$ cat src/rtl/hdmi_period_sequencer_if.sv
// Bus between the HDMI period sequencer and its consumers.
// The sequencer (master) drives the timing position, syncs, period type,
// preamble control bits and data-island strobes. The packet source (slave)
// drives di_req.
//   di_req     packet source has an island packet ready (level)
//   hcount     pixel position within the line
//   vcount     line position within the frame
//   hsync      horizontal sync, active high
//   vsync      vertical sync, active high
//   vde        video data enable
//   mode       period type: 0 CTRL, 1 VID_GB, 2 VIDEO, 3 DI_GB, 4 DI_DATA
//   ctl        preamble bits {CTL3,CTL2,CTL1,CTL0}
//   di_grant   one-cycle pulse on the first preamble cycle of an island
//   di_active  high on the 32 island data cycles
//   di_idx     data cycle index 0..31 while di_active, else 0
interface hdmi_period_sequencer_if;
    logic        di_req;
    logic [10:0] hcount;
    logic [10:0] vcount;
    logic        hsync;
    logic        vsync;
    logic        vde;
    logic [2:0]  mode;
    logic [3:0]  ctl;
    logic        di_grant;
    logic        di_active;
    logic [4:0]  di_idx;

    modport master (
        input  di_req,
        output hcount, vcount, hsync, vsync, vde, mode, ctl,
               di_grant, di_active, di_idx
    );

    modport slave (
        output di_req,
        input  hcount, vcount, hsync, vsync, vde, mode, ctl,
               di_grant, di_active, di_idx
    );
endinterface

$ cat src/rtl/hdmi_period_sequencer.sv
// HDMI period sequencer: raster counters, syncs and the per-cycle period
// type (control, video guard band, video, island guard band, island data)
// including video preambles and at most one data island per line.
// Ports:
//   pixclk  pixel clock, all logic on its rising edge
//   rst     synchronous active-high reset
//   bus     hdmi_period_sequencer_if.master (di_req in, timing/period out)
// Every output is registered from the next-cycle position, so all outputs
// of a cycle describe the (hcount, vcount) presented in that same cycle.
//
// Island state machine:
//   state   | meaning
//   IDLE    | no island on this cycle
//   DI_PRE  | 8 preamble cycles, ctl 0101, grant on the first
//   DI_GB_L | 2 leading island guard-band cycles
//   DI_DATA | 32 island data cycles, di_idx 0..31
//   DI_GB_T | 2 trailing island guard-band cycles
module hdmi_period_sequencer #(
    parameter int H_ACTIVE  = 640,
    parameter int H_FP      = 16,
    parameter int H_SYNC    = 96,
    parameter int H_BP      = 48,
    parameter int V_ACTIVE  = 480,
    parameter int V_FP      = 10,
    parameter int V_SYNC    = 2,
    parameter int V_BP      = 33,
    parameter int DI_OFFSET = 12
) (
    input  logic                      pixclk,
    input  logic                      rst,
    hdmi_period_sequencer_if.master   bus
);

    localparam int H_TOTAL = H_ACTIVE + H_FP + H_SYNC + H_BP;
    localparam int V_TOTAL = V_ACTIVE + V_FP + V_SYNC + V_BP;
    localparam int DI_P    = H_ACTIVE + DI_OFFSET;
    // Island (44 cycles) plus 12 control cycles must end before the video preamble.
    localparam bit DI_EN   = (DI_P + 44 + 12) <= (H_TOTAL - 10);

    localparam logic [10:0] H_LAST     = 11'(H_TOTAL - 1);
    localparam logic [10:0] V_LAST     = 11'(V_TOTAL - 1);
    localparam logic [10:0] H_ACT      = 11'(H_ACTIVE);
    localparam logic [10:0] V_ACT      = 11'(V_ACTIVE);
    localparam logic [10:0] H_SYNC_ON  = 11'(H_ACTIVE + H_FP);
    localparam logic [10:0] H_SYNC_OFF = 11'(H_ACTIVE + H_FP + H_SYNC);
    localparam logic [10:0] V_SYNC_ON  = 11'(V_ACTIVE + V_FP);
    localparam logic [10:0] V_SYNC_OFF = 11'(V_ACTIVE + V_FP + V_SYNC);
    localparam logic [10:0] H_PRE_ON   = 11'(H_TOTAL - 10);
    localparam logic [10:0] H_PRE_OFF  = 11'(H_TOTAL - 3);
    localparam logic [10:0] H_GB_ON    = 11'(H_TOTAL - 2);
    localparam logic [10:0] H_DI_DEC   = 11'(DI_P - 1);

    localparam logic [5:0] PH_PRE  = 6'd7;
    localparam logic [5:0] PH_GB   = 6'd1;
    localparam logic [5:0] PH_DATA = 6'd31;

    localparam logic [2:0] MODE_CTRL    = 3'd0;
    localparam logic [2:0] MODE_VID_GB  = 3'd1;
    localparam logic [2:0] MODE_VIDEO   = 3'd2;
    localparam logic [2:0] MODE_DI_GB   = 3'd3;
    localparam logic [2:0] MODE_DI_DATA = 3'd4;

    typedef enum logic [2:0] {IDLE, DI_PRE, DI_GB_L, DI_DATA, DI_GB_T} di_state_t;

    di_state_t   state_q, state_d;
    logic [5:0]  phase_q, phase_d;
    logic [10:0] h_q, v_q, h_d, v_d, v_after;
    logic        hsync_q, hsync_d, vsync_q, vsync_d, vde_q, vde_d;
    logic [2:0]  mode_q, mode_d;
    logic [3:0]  ctl_q, ctl_d;
    logic        grant_q, grant_d, active_q, active_d;
    logic [4:0]  idx_q, idx_d;

    // Next raster position and the line that follows it.
    always_comb begin
        h_d = h_q + 11'd1;
        v_d = v_q;
        if (h_q == H_LAST) begin
            h_d = '0;
            v_d = (v_q == V_LAST) ? '0 : v_q + 11'd1;
        end
        v_after = (v_d == V_LAST) ? '0 : v_d + 11'd1;
    end

    // Island FSM: phase is a down-counter, terminal count 0 advances state.
    always_comb begin
        state_d = state_q;
        phase_d = phase_q - 6'd1;
        case (state_q)
            IDLE: begin
                phase_d = '0;
                if (DI_EN && h_q == H_DI_DEC && bus.di_req) begin
                    state_d = DI_PRE;
                    phase_d = PH_PRE;
                end
            end
            DI_PRE: begin
                if (phase_q == '0) begin
                    state_d = DI_GB_L;
                    phase_d = PH_GB;
                end
            end
            DI_GB_L: begin
                if (phase_q == '0) begin
                    state_d = DI_DATA;
                    phase_d = PH_DATA;
                end
            end
            DI_DATA: begin
                if (phase_q == '0) begin
                    state_d = DI_GB_T;
                    phase_d = PH_GB;
                end
            end
            DI_GB_T: begin
                if (phase_q == '0) begin
                    state_d = IDLE;
                    phase_d = '0;
                end
            end
            default: begin
                state_d = IDLE;
                phase_d = '0;
            end
        endcase
    end

    // Output decode for the next position; video wins, then island, then preamble.
    always_comb begin
        mode_d   = MODE_CTRL;
        ctl_d    = '0;
        vde_d    = 1'b0;
        grant_d  = 1'b0;
        active_d = 1'b0;
        idx_d    = '0;
        hsync_d  = (h_d >= H_SYNC_ON) && (h_d < H_SYNC_OFF);
        vsync_d  = (v_d >= V_SYNC_ON) && (v_d < V_SYNC_OFF);
        if (h_d < H_ACT && v_d < V_ACT) begin
            mode_d = MODE_VIDEO;
            vde_d  = 1'b1;
        end else if (state_d != IDLE) begin
            case (state_d)
                DI_PRE: begin
                    ctl_d   = 4'b0101;
                    grant_d = (phase_d == PH_PRE);
                end
                DI_GB_L, DI_GB_T: mode_d = MODE_DI_GB;
                DI_DATA: begin
                    mode_d   = MODE_DI_DATA;
                    active_d = 1'b1;
                    // phase counts 31..0, so the index is its 5-bit complement
                    idx_d    = ~phase_d[4:0];
                end
                default: mode_d = MODE_CTRL;
            endcase
        end else if (v_after < V_ACT) begin
            if (h_d >= H_PRE_ON && h_d <= H_PRE_OFF) begin
                ctl_d = 4'b0001;
            end else if (h_d >= H_GB_ON) begin
                mode_d = MODE_VID_GB;
            end
        end
    end

    always_ff @(posedge pixclk) begin
        if (rst) begin
            h_q      <= '0;
            v_q      <= V_LAST;
            state_q  <= IDLE;
            phase_q  <= '0;
            hsync_q  <= 1'b0;
            vsync_q  <= 1'b0;
            vde_q    <= 1'b0;
            mode_q   <= MODE_CTRL;
            ctl_q    <= '0;
            grant_q  <= 1'b0;
            active_q <= 1'b0;
            idx_q    <= '0;
        end else begin
            h_q      <= h_d;
            v_q      <= v_d;
            state_q  <= state_d;
            phase_q  <= phase_d;
            hsync_q  <= hsync_d;
            vsync_q  <= vsync_d;
            vde_q    <= vde_d;
            mode_q   <= mode_d;
            ctl_q    <= ctl_d;
            grant_q  <= grant_d;
            active_q <= active_d;
            idx_q    <= idx_d;
        end
    end

    assign bus.hcount    = h_q;
    assign bus.vcount    = v_q;
    assign bus.hsync     = hsync_q;
    assign bus.vsync     = vsync_q;
    assign bus.vde       = vde_q;
    assign bus.mode      = mode_q;
    assign bus.ctl       = ctl_q;
    assign bus.di_grant  = grant_q;
    assign bus.di_active = active_q;
    assign bus.di_idx    = idx_q;

endmodule

$ cat src/flat_wrapper.sv
// flat-port wrapper written by rule: the top's interface ports become plain ports
module hdmi_period_sequencer_flat 
#(
    parameter int H_ACTIVE  = 640,
    parameter int H_FP      = 16,
    parameter int H_SYNC    = 96,
    parameter int H_BP      = 48,
    parameter int V_ACTIVE  = 480,
    parameter int V_FP      = 10,
    parameter int V_SYNC    = 2,
    parameter int V_BP      = 33,
    parameter int DI_OFFSET = 12
)
  (pixclk, rst, bus_di_req, bus_hcount, bus_vcount, bus_hsync, bus_vsync, bus_vde, bus_mode, bus_ctl, bus_di_grant, bus_di_active, bus_di_idx);
  hdmi_period_sequencer_if bus_i ();
  input  logic pixclk;
  input  logic rst;
  input wire logic [$bits(bus_i.di_req)-1:0] bus_di_req;
  output wire logic [$bits(bus_i.hcount)-1:0] bus_hcount;
  output wire logic [$bits(bus_i.vcount)-1:0] bus_vcount;
  output wire logic [$bits(bus_i.hsync)-1:0] bus_hsync;
  output wire logic [$bits(bus_i.vsync)-1:0] bus_vsync;
  output wire logic [$bits(bus_i.vde)-1:0] bus_vde;
  output wire logic [$bits(bus_i.mode)-1:0] bus_mode;
  output wire logic [$bits(bus_i.ctl)-1:0] bus_ctl;
  output wire logic [$bits(bus_i.di_grant)-1:0] bus_di_grant;
  output wire logic [$bits(bus_i.di_active)-1:0] bus_di_active;
  output wire logic [$bits(bus_i.di_idx)-1:0] bus_di_idx;
  assign bus_i.di_req = bus_di_req;
  assign bus_hcount = bus_i.hcount;
  assign bus_vcount = bus_i.vcount;
  assign bus_hsync = bus_i.hsync;
  assign bus_vsync = bus_i.vsync;
  assign bus_vde = bus_i.vde;
  assign bus_mode = bus_i.mode;
  assign bus_ctl = bus_i.ctl;
  assign bus_di_grant = bus_i.di_grant;
  assign bus_di_active = bus_i.di_active;
  assign bus_di_idx = bus_i.di_idx;
  hdmi_period_sequencer #(.H_ACTIVE(H_ACTIVE), .H_FP(H_FP), .H_SYNC(H_SYNC), .H_BP(H_BP), .V_ACTIVE(V_ACTIVE), .V_FP(V_FP), .V_SYNC(V_SYNC), .V_BP(V_BP), .DI_OFFSET(DI_OFFSET)) u_core (.pixclk(pixclk), .rst(rst), .bus(bus_i));
endmodule
$ cat config.mk
export PLATFORM = sky130hd
export DESIGN_NAME = hdmi_period_sequencer_flat
export DESIGN_NICKNAME = d
export VERILOG_FILES = /design/src/rtl/hdmi_period_sequencer_if.sv /design/src/rtl/hdmi_period_sequencer.sv /design/src/flat_wrapper.sv
export SDC_FILE = /design/constraint.sdc
export NUM_CORES = 1
export LEC_CHECK = 0
export ABC_AREA = 1
export CAP_MARGIN = 5
export CORE_MARGIN = 1.5
export CORE_UTILIZATION = 48
export CTS_BUF_LIST = sky130_fd_sc_hd__clkbuf_8
export DETAILED_ROUTE_END_ITERATION = 12
export PLACE_DENSITY = 0.7
export SYNTH_ARGS = -nofsm -noshare
export SYNTH_HDL_FRONTEND = slang
export SYNTH_SLANG_ARGS = --single-unit
export TNS_END_PERCENT = 50
$ cat constraint.sdc
create_clock -name pixclk -period 2.7 [get_ports pixclk]
set_input_delay 0.405 -clock pixclk [delete_from_list [all_inputs] [get_ports pixclk]]
set_output_delay 0.405 -clock pixclk [all_outputs]
set_load 0.01 [all_outputs]
Word-level counts from Yosys, hierarchy flattened

Cells that the tools add are included.
W data, S select, Z words.

Register bits after elaboration: 48
Input bits: 3
Output and inout port bits: 39
Logic and storage cells: 85

$add $sub $neg: 4
Magnitude comparators: 10
Eq/ne operators: 13
Multiplexer cells: 27
Bitwise logic cells: 4
Reductions and logical operators: 14

Operator list:

| cell                    | count |
|---|---|
| $eq A11 B10 Y1 const B  | 4 |
| $mux W11                | 4 |
| $add A11 B1 Y11 const B | 3 |
| $ge A11 B10 Y1 const B  | 3 |
| $lt A11 B9 Y1 const B   | 3 |
| $mux W3                 | 10 |
| $pmux W6 S4             | 1 |
| $lt A11 B10 Y1 const B  | 2 |
| $mux W6                 | 3 |
| $pmux W3 S5             | 1 |
| $eq A3 B2 Y1 const B    | 4 |
| $ge A11 B9 Y1 const B   | 1 |
| $le A11 B10 Y1 const B  | 1 |
| $mux W4                 | 2 |
| $reduce_or A4 Y1        | 2 |
| $eq A3 B1 Y1 const B    | 2 |
| $eq A3 B3 Y1 const B    | 2 |
| $eq A6 B3 Y1 const B    | 1 |
| $logic_not A6 Y1        | 1 |
| $pmux W3 S2             | 1 |
| $reduce_or A2 Y1        | 3 |
| $sub A6 B1 Y6 const B   | 1 |
| $logic_and A1 B1 Y1     | 5 |
| $not A5 Y5              | 1 |
| 6 further kinds         | 11 |

Longest topological paths before layout

Depth after elaboration: 9
Gate-level depth with buffers: 17
Depth with buffers taken out: 17

Worst setup path before layout

No wires, ideal clock.

Path type: reg2reg
Start: reg u_core.v_q[0] (netlist: u_core.bus.vcount[0])
End: reg u_core.grant_q (netlist: u_core.bus.di_grant)
Arrival: 1.985 ns
Setup slack: 0.627 ns
Stages on the path, launching flop included: 12
Path buffers: 0
Cells stage by stage: dfxtp_1 -> ha_1 -> inv_1 -> nor2_1 -> nand3_1 -> nor2_2 -> nand2_1 -> xor2_1 -> nor2_1 -> nand3_4 -> nand4_4 -> nor4_4

Word-level cells in the longest chain between the ends: 6

Ends and longest elaborated chain:

| item                                                     | line                         | RTL |
|---|---|---|
| from (decl)                                              | hdmi_period_sequencer.sv:67  | `logic [10:0] h_q, v_q, h_d, v_d, v_after;` |
| from (signal assigned)                                   | hdmi_period_sequencer.sv:181 | `v_q <= v_d;` |
| $add A11 B1 Y11 / $eq A11 B10 Y1 (equally long branches) | hdmi_period_sequencer.sv:80  | `v_d = (v_q == V_LAST) ? '0 : v_q + 11'd1;` |
| $mux W11                                                 | hdmi_period_sequencer.sv:80  |  |
| $mux W11 (*)                                             | hdmi_period_sequencer.sv:78  | `if (h_q == H_LAST) begin` |
| $lt A11 B9 Y1 (*)                                        | hdmi_period_sequencer.sv:138 | `if (h_d < H_ACT && v_d < V_ACT) begin` |
| $logic_and A1 B1 Y1 (*)                                  | hdmi_period_sequencer.sv:138 |  |
| $reduce_or A4 Y1 (no source line) (*)                    | n/a                          |  |
| to (signal assigned)                                     | hdmi_period_sequencer.sv:189 | `grant_q <= grant_d;` |
| to (decl)                                                | hdmi_period_sequencer.sv:71  | `logic grant_q, grant_d, active_q, active_d;` |

Every way passes the cells marked *; elsewhere a longest branch is shown, timed or not.
A chain may end at the register's enable or synchronous reset.

Worst setup path in the final report

Start: reg u_core.h_q[1] (netlist: u_core.bus.hcount[1])
End: reg u_core.ctl_q[0] (netlist: u_core.bus.ctl[0])

Word-level cells in the longest chain between the ends: 7

Ends and longest elaborated chain:

| item                                                   | line                                                       | RTL |
|---|---|---|
| from (decl)                                            | hdmi_period_sequencer.sv:67                                |  |
| from (signal assigned)                                 | hdmi_period_sequencer.sv:167                               | `h_q <= '0;` |
| from (signal assigned)                                 | hdmi_period_sequencer.sv:180                               | `h_q <= h_d;` |
| $eq A11 B10 Y1, or another cell as far along           | hdmi_period_sequencer.sv:78                                |  |
| $mux W11 / $logic_and A1 B1 Y1 (equally long branches) | hdmi_period_sequencer.sv:78, hdmi_period_sequencer.sv:92   |  |
| $add A11 B1 Y11, or another cell as far along          | hdmi_period_sequencer.sv:82                                | `v_after = (v_d == V_LAST) ? '0 : v_d + 11'd1;` |
| $mux W11, or another cell as far along                 | hdmi_period_sequencer.sv:82                                |  |
| $lt A11 B9 Y1, or another cell as far along            | hdmi_period_sequencer.sv:156                               | `end else if (v_after < V_ACT) begin` |
| $mux W4 / $mux W3 (equally long branches)              | hdmi_period_sequencer.sv:156, hdmi_period_sequencer.sv:142 |  |
| $mux W4                                                | hdmi_period_sequencer.sv:141                               | `end else if (state_d != IDLE) begin` |
| to (signal assigned)                                   | hdmi_period_sequencer.sv:188                               | `ctl_q <= ctl_d;` |
| to (decl)                                              | hdmi_period_sequencer.sv:70                                | `logic [3:0] ctl_q, ctl_d;` |

Several ways; a longest one is shown, not always the timed one.

==> out/metrics.cfg <==
[floorplan]
ioPinCount=42
core-area_mm2=0.00599
die_x_um=82.2
die_area_mm2=0.00676
placementRows=28
die_h_um=82.2
initial_core_util_pct=50.3

[finish]
fin_area_mm2=0.00355
final_cell_count_no_fill=581
syn2layout_area_growth_pct=17.9
antennaDiodeCount=0
nets=514
seq_area_um2=921
final_util_pct=59.3
multiInputGateArea_mm2=0.00178
layout-drive-gt1-share_pct=13.4
fill_cells=578

[worst_setup_path]
worst_setup_path_end_kind=flip-flop
worst-setup-path-type=reg -> reg
cp-start-kind=flip-flop
worstPathArrival_ns=2.59
r2r_slack_ns=0.35
cp.required_ns=2.94
crit_fanout=14

[route]
drt-total-wl_mm=7.17
via_count=2953
first_pass_iters=5
via_per_inst=5.08
wl_per_cell_um=12.3
drc=0
ant_nets=0
drt_iter0_drc=171

[synthesis]
syn_avg_cell_area_um2=6.49
ys_ff_latch=46
synth_warnings=0
yosys.area.top_type_share_pct=30.6
synth_cells=464
synth_area_leaders=dfxtp_1, nand2_1, nor2_1
syn_area_mm2=0.00301
synth_seq_area_share_pct=30.6
yosys.area.top_type=dfxtp_1
synth.distinct_cells=38

[pwr]
vdd_ir_drop_max_mv=0.216
power_leakage_nw=1.75
p_per_area_mw_per_mm2=361
totalPowerFinal_w=0.00128

[placement]
dp_cells=573
place_area_mm2=0.00346
hpwl_mm=5.52
portBuffers=39
place_congestion=0.938

[global_route]
grt_overflow_total=0
grt_start_max_net_pins=16
track_usage_pct=23.1
grt_pass1_wl_mm=12.0
grt_antenna_before_repair=0
first_global_vias=2606

[sta]
period_needed_ns=2.35
tightest_slew_ns=0.694
report.final.hold_viol_count=0
finalCritPeriodShare_pct=87.1
rsz0062_at_grt=false
report.final.slew_viol_count=0
skew_ns=0.00785
relSlewSlack_pct=53.6
fin_setup_tns_ns=0
setup_violations=0
max_freq_ghz=0.425

[clock_tree]
cts_buffers=5
clk_pin_slew_ns=0.10
cts_tree=built
clockBufferDepth=2
post-cts-setup-buffers=0
clock_latency_ns=0.31
htree_levels=2
cts_root_buf=clkbuf_8
cts.sinks=46

[status]
status=finished clean

[flow_run]
cap_viol_max_count=0

[worst_hold_path]
hold_class=reg -> reg

## report_power, final
group          switching, W  total (W)  internal, W
clock              0.000263   0.000446     0.000183
sequential        0.0000110   0.000701     0.000690
combinational     0.0000864   0.000135    0.0000483
total              0.000360    0.00128     0.000921
## state kept, by name (all words and copies together) (netlist names), 2 cells and up
register           count
u_core.bus.mode        3
u_core.state_q         3
u_core.phase_q         6
u_core.bus.ctl         2
u_core.bus.hcount     11
u_core.bus.di_idx      5
u_core.bus.vcount     11
## metrics by stage
stage	hold slack [ns]	setup slack, ns
2_1_floorplan	0.480	0.627
3_3_place_gp	0.460	0.305
3_5_place_dp	0.470	0.296
4_1_cts	0.494	0.237
5_1_grt	0.533	0.0730
6_report	0.490	0.349
## cell usage in the layout (no fill, tap or decap), types with 5 or more instances in the layout
cell / instances
nand2_1: 133
nor2_1: 69
inv_1: 59
dfxtp_1: 46
nand3_1: 42
clkdlybuf4s50_1: 39
nor2_2: 14
nand4_1: 11
nand2_2: 9
nor2_4: 8
inv_2: 7
o21ai_0: 6
a21oi_1: 6
nor3_1: 6
ha_1: 5
clkbuf_8: 5
## layer usage
metal | routed length, um | share of wire (%) | track usage (%)
met1 | 3360 | 47 | 30.8
met2 | 3270 | 46 | 37.3
met3 | 412 | 5.7 | 4.40
met4 | 123 | 1.7 | 7.12
met5 | 0 | 0 | 0
## final cells by class
class                           count  area share (%)
Clock inverter                      3           0.528
Sequential cell                    46            25.9
Clock buffer                        5            1.94
Multi-Input combinational cell    342            50.1
Timing Repair Buffer               43            11.8
Tap cell                           75            2.64
Inverter                           67            7.08
## worst max-delay path, cell delays in order, from the launching register on
cell and delay, ns:
dfxtp_1 0.41, ha_2 0.33, nand4_2 0.16, nor2_4 0.34
nand2_1 0.08, nand2_1 0.07, nand2_1 0.12, nor2_1 0.17
nand2_1 0.08, nor2_2 0.10, nand3_1 0.08, nand2_1 0.10
nand4_1 0.10, o21ai_1 0.14
## Yosys cell counts, drive strengths merged
cell / count
o31ai: 1
or4: 1
conb: 1
nor3: 9
a21oi: 7
buf: 8
nand4: 14
clkinv: 1
ha: 6
dfxtp: 46
inv: 66
o22ai: 1
or2b: 1
nand2: 143
o21ai: 8
nor2: 91
o2111ai: 1
xnor2: 2
nand3: 48
xor2: 4
clkbuf: 2
nor4: 3
## repair_timing
action                                  CTS  global route
hold buffers                              0             0
endpoints found under the setup margin    0             2
resized for setup                         0             1
## final timing paths
| path | from | to | cells past startpoint |
|---|---|---|---|
| setup / recovery | u_core.bus.hcount[1]$_SDFF_PP0_ | u_core.bus.ctl[0]$_SDFF_PP0_ | 13 |
| hold / removal | u_core.bus.hcount[0]$_SDFF_PP0_ | u_core.bus.hcount[0]$_SDFF_PP0_ | 1 |
| setup reg to reg | u_core.bus.hcount[1]$_SDFF_PP0_ | u_core.bus.ctl[0]$_SDFF_PP0_ | 13 |
| hold reg to reg | u_core.bus.hcount[0]$_SDFF_PP0_ | u_core.bus.hcount[0]$_SDFF_PP0_ | 1 |
## kinds of logic (layout without fill, tap and decap cells)
group | after synthesis | in the layout | synth area share (%)
buffers and inverters | 77 | 118 | 10.6
adder cells (fa/ha/maj) | 6 | 6 | 2.49
flip-flops | 46 | 46 | 30.6
AND/OR/NAND/NOR | 310 | 310 | 51.0
XOR/XNOR | 6 | 6 | 1.74
AO/OA/AOI/OAI | 18 | 18 | 3.49
other | 1 | 2 | 0.124
No activity file was read; power rests on OpenSTA's default activity.
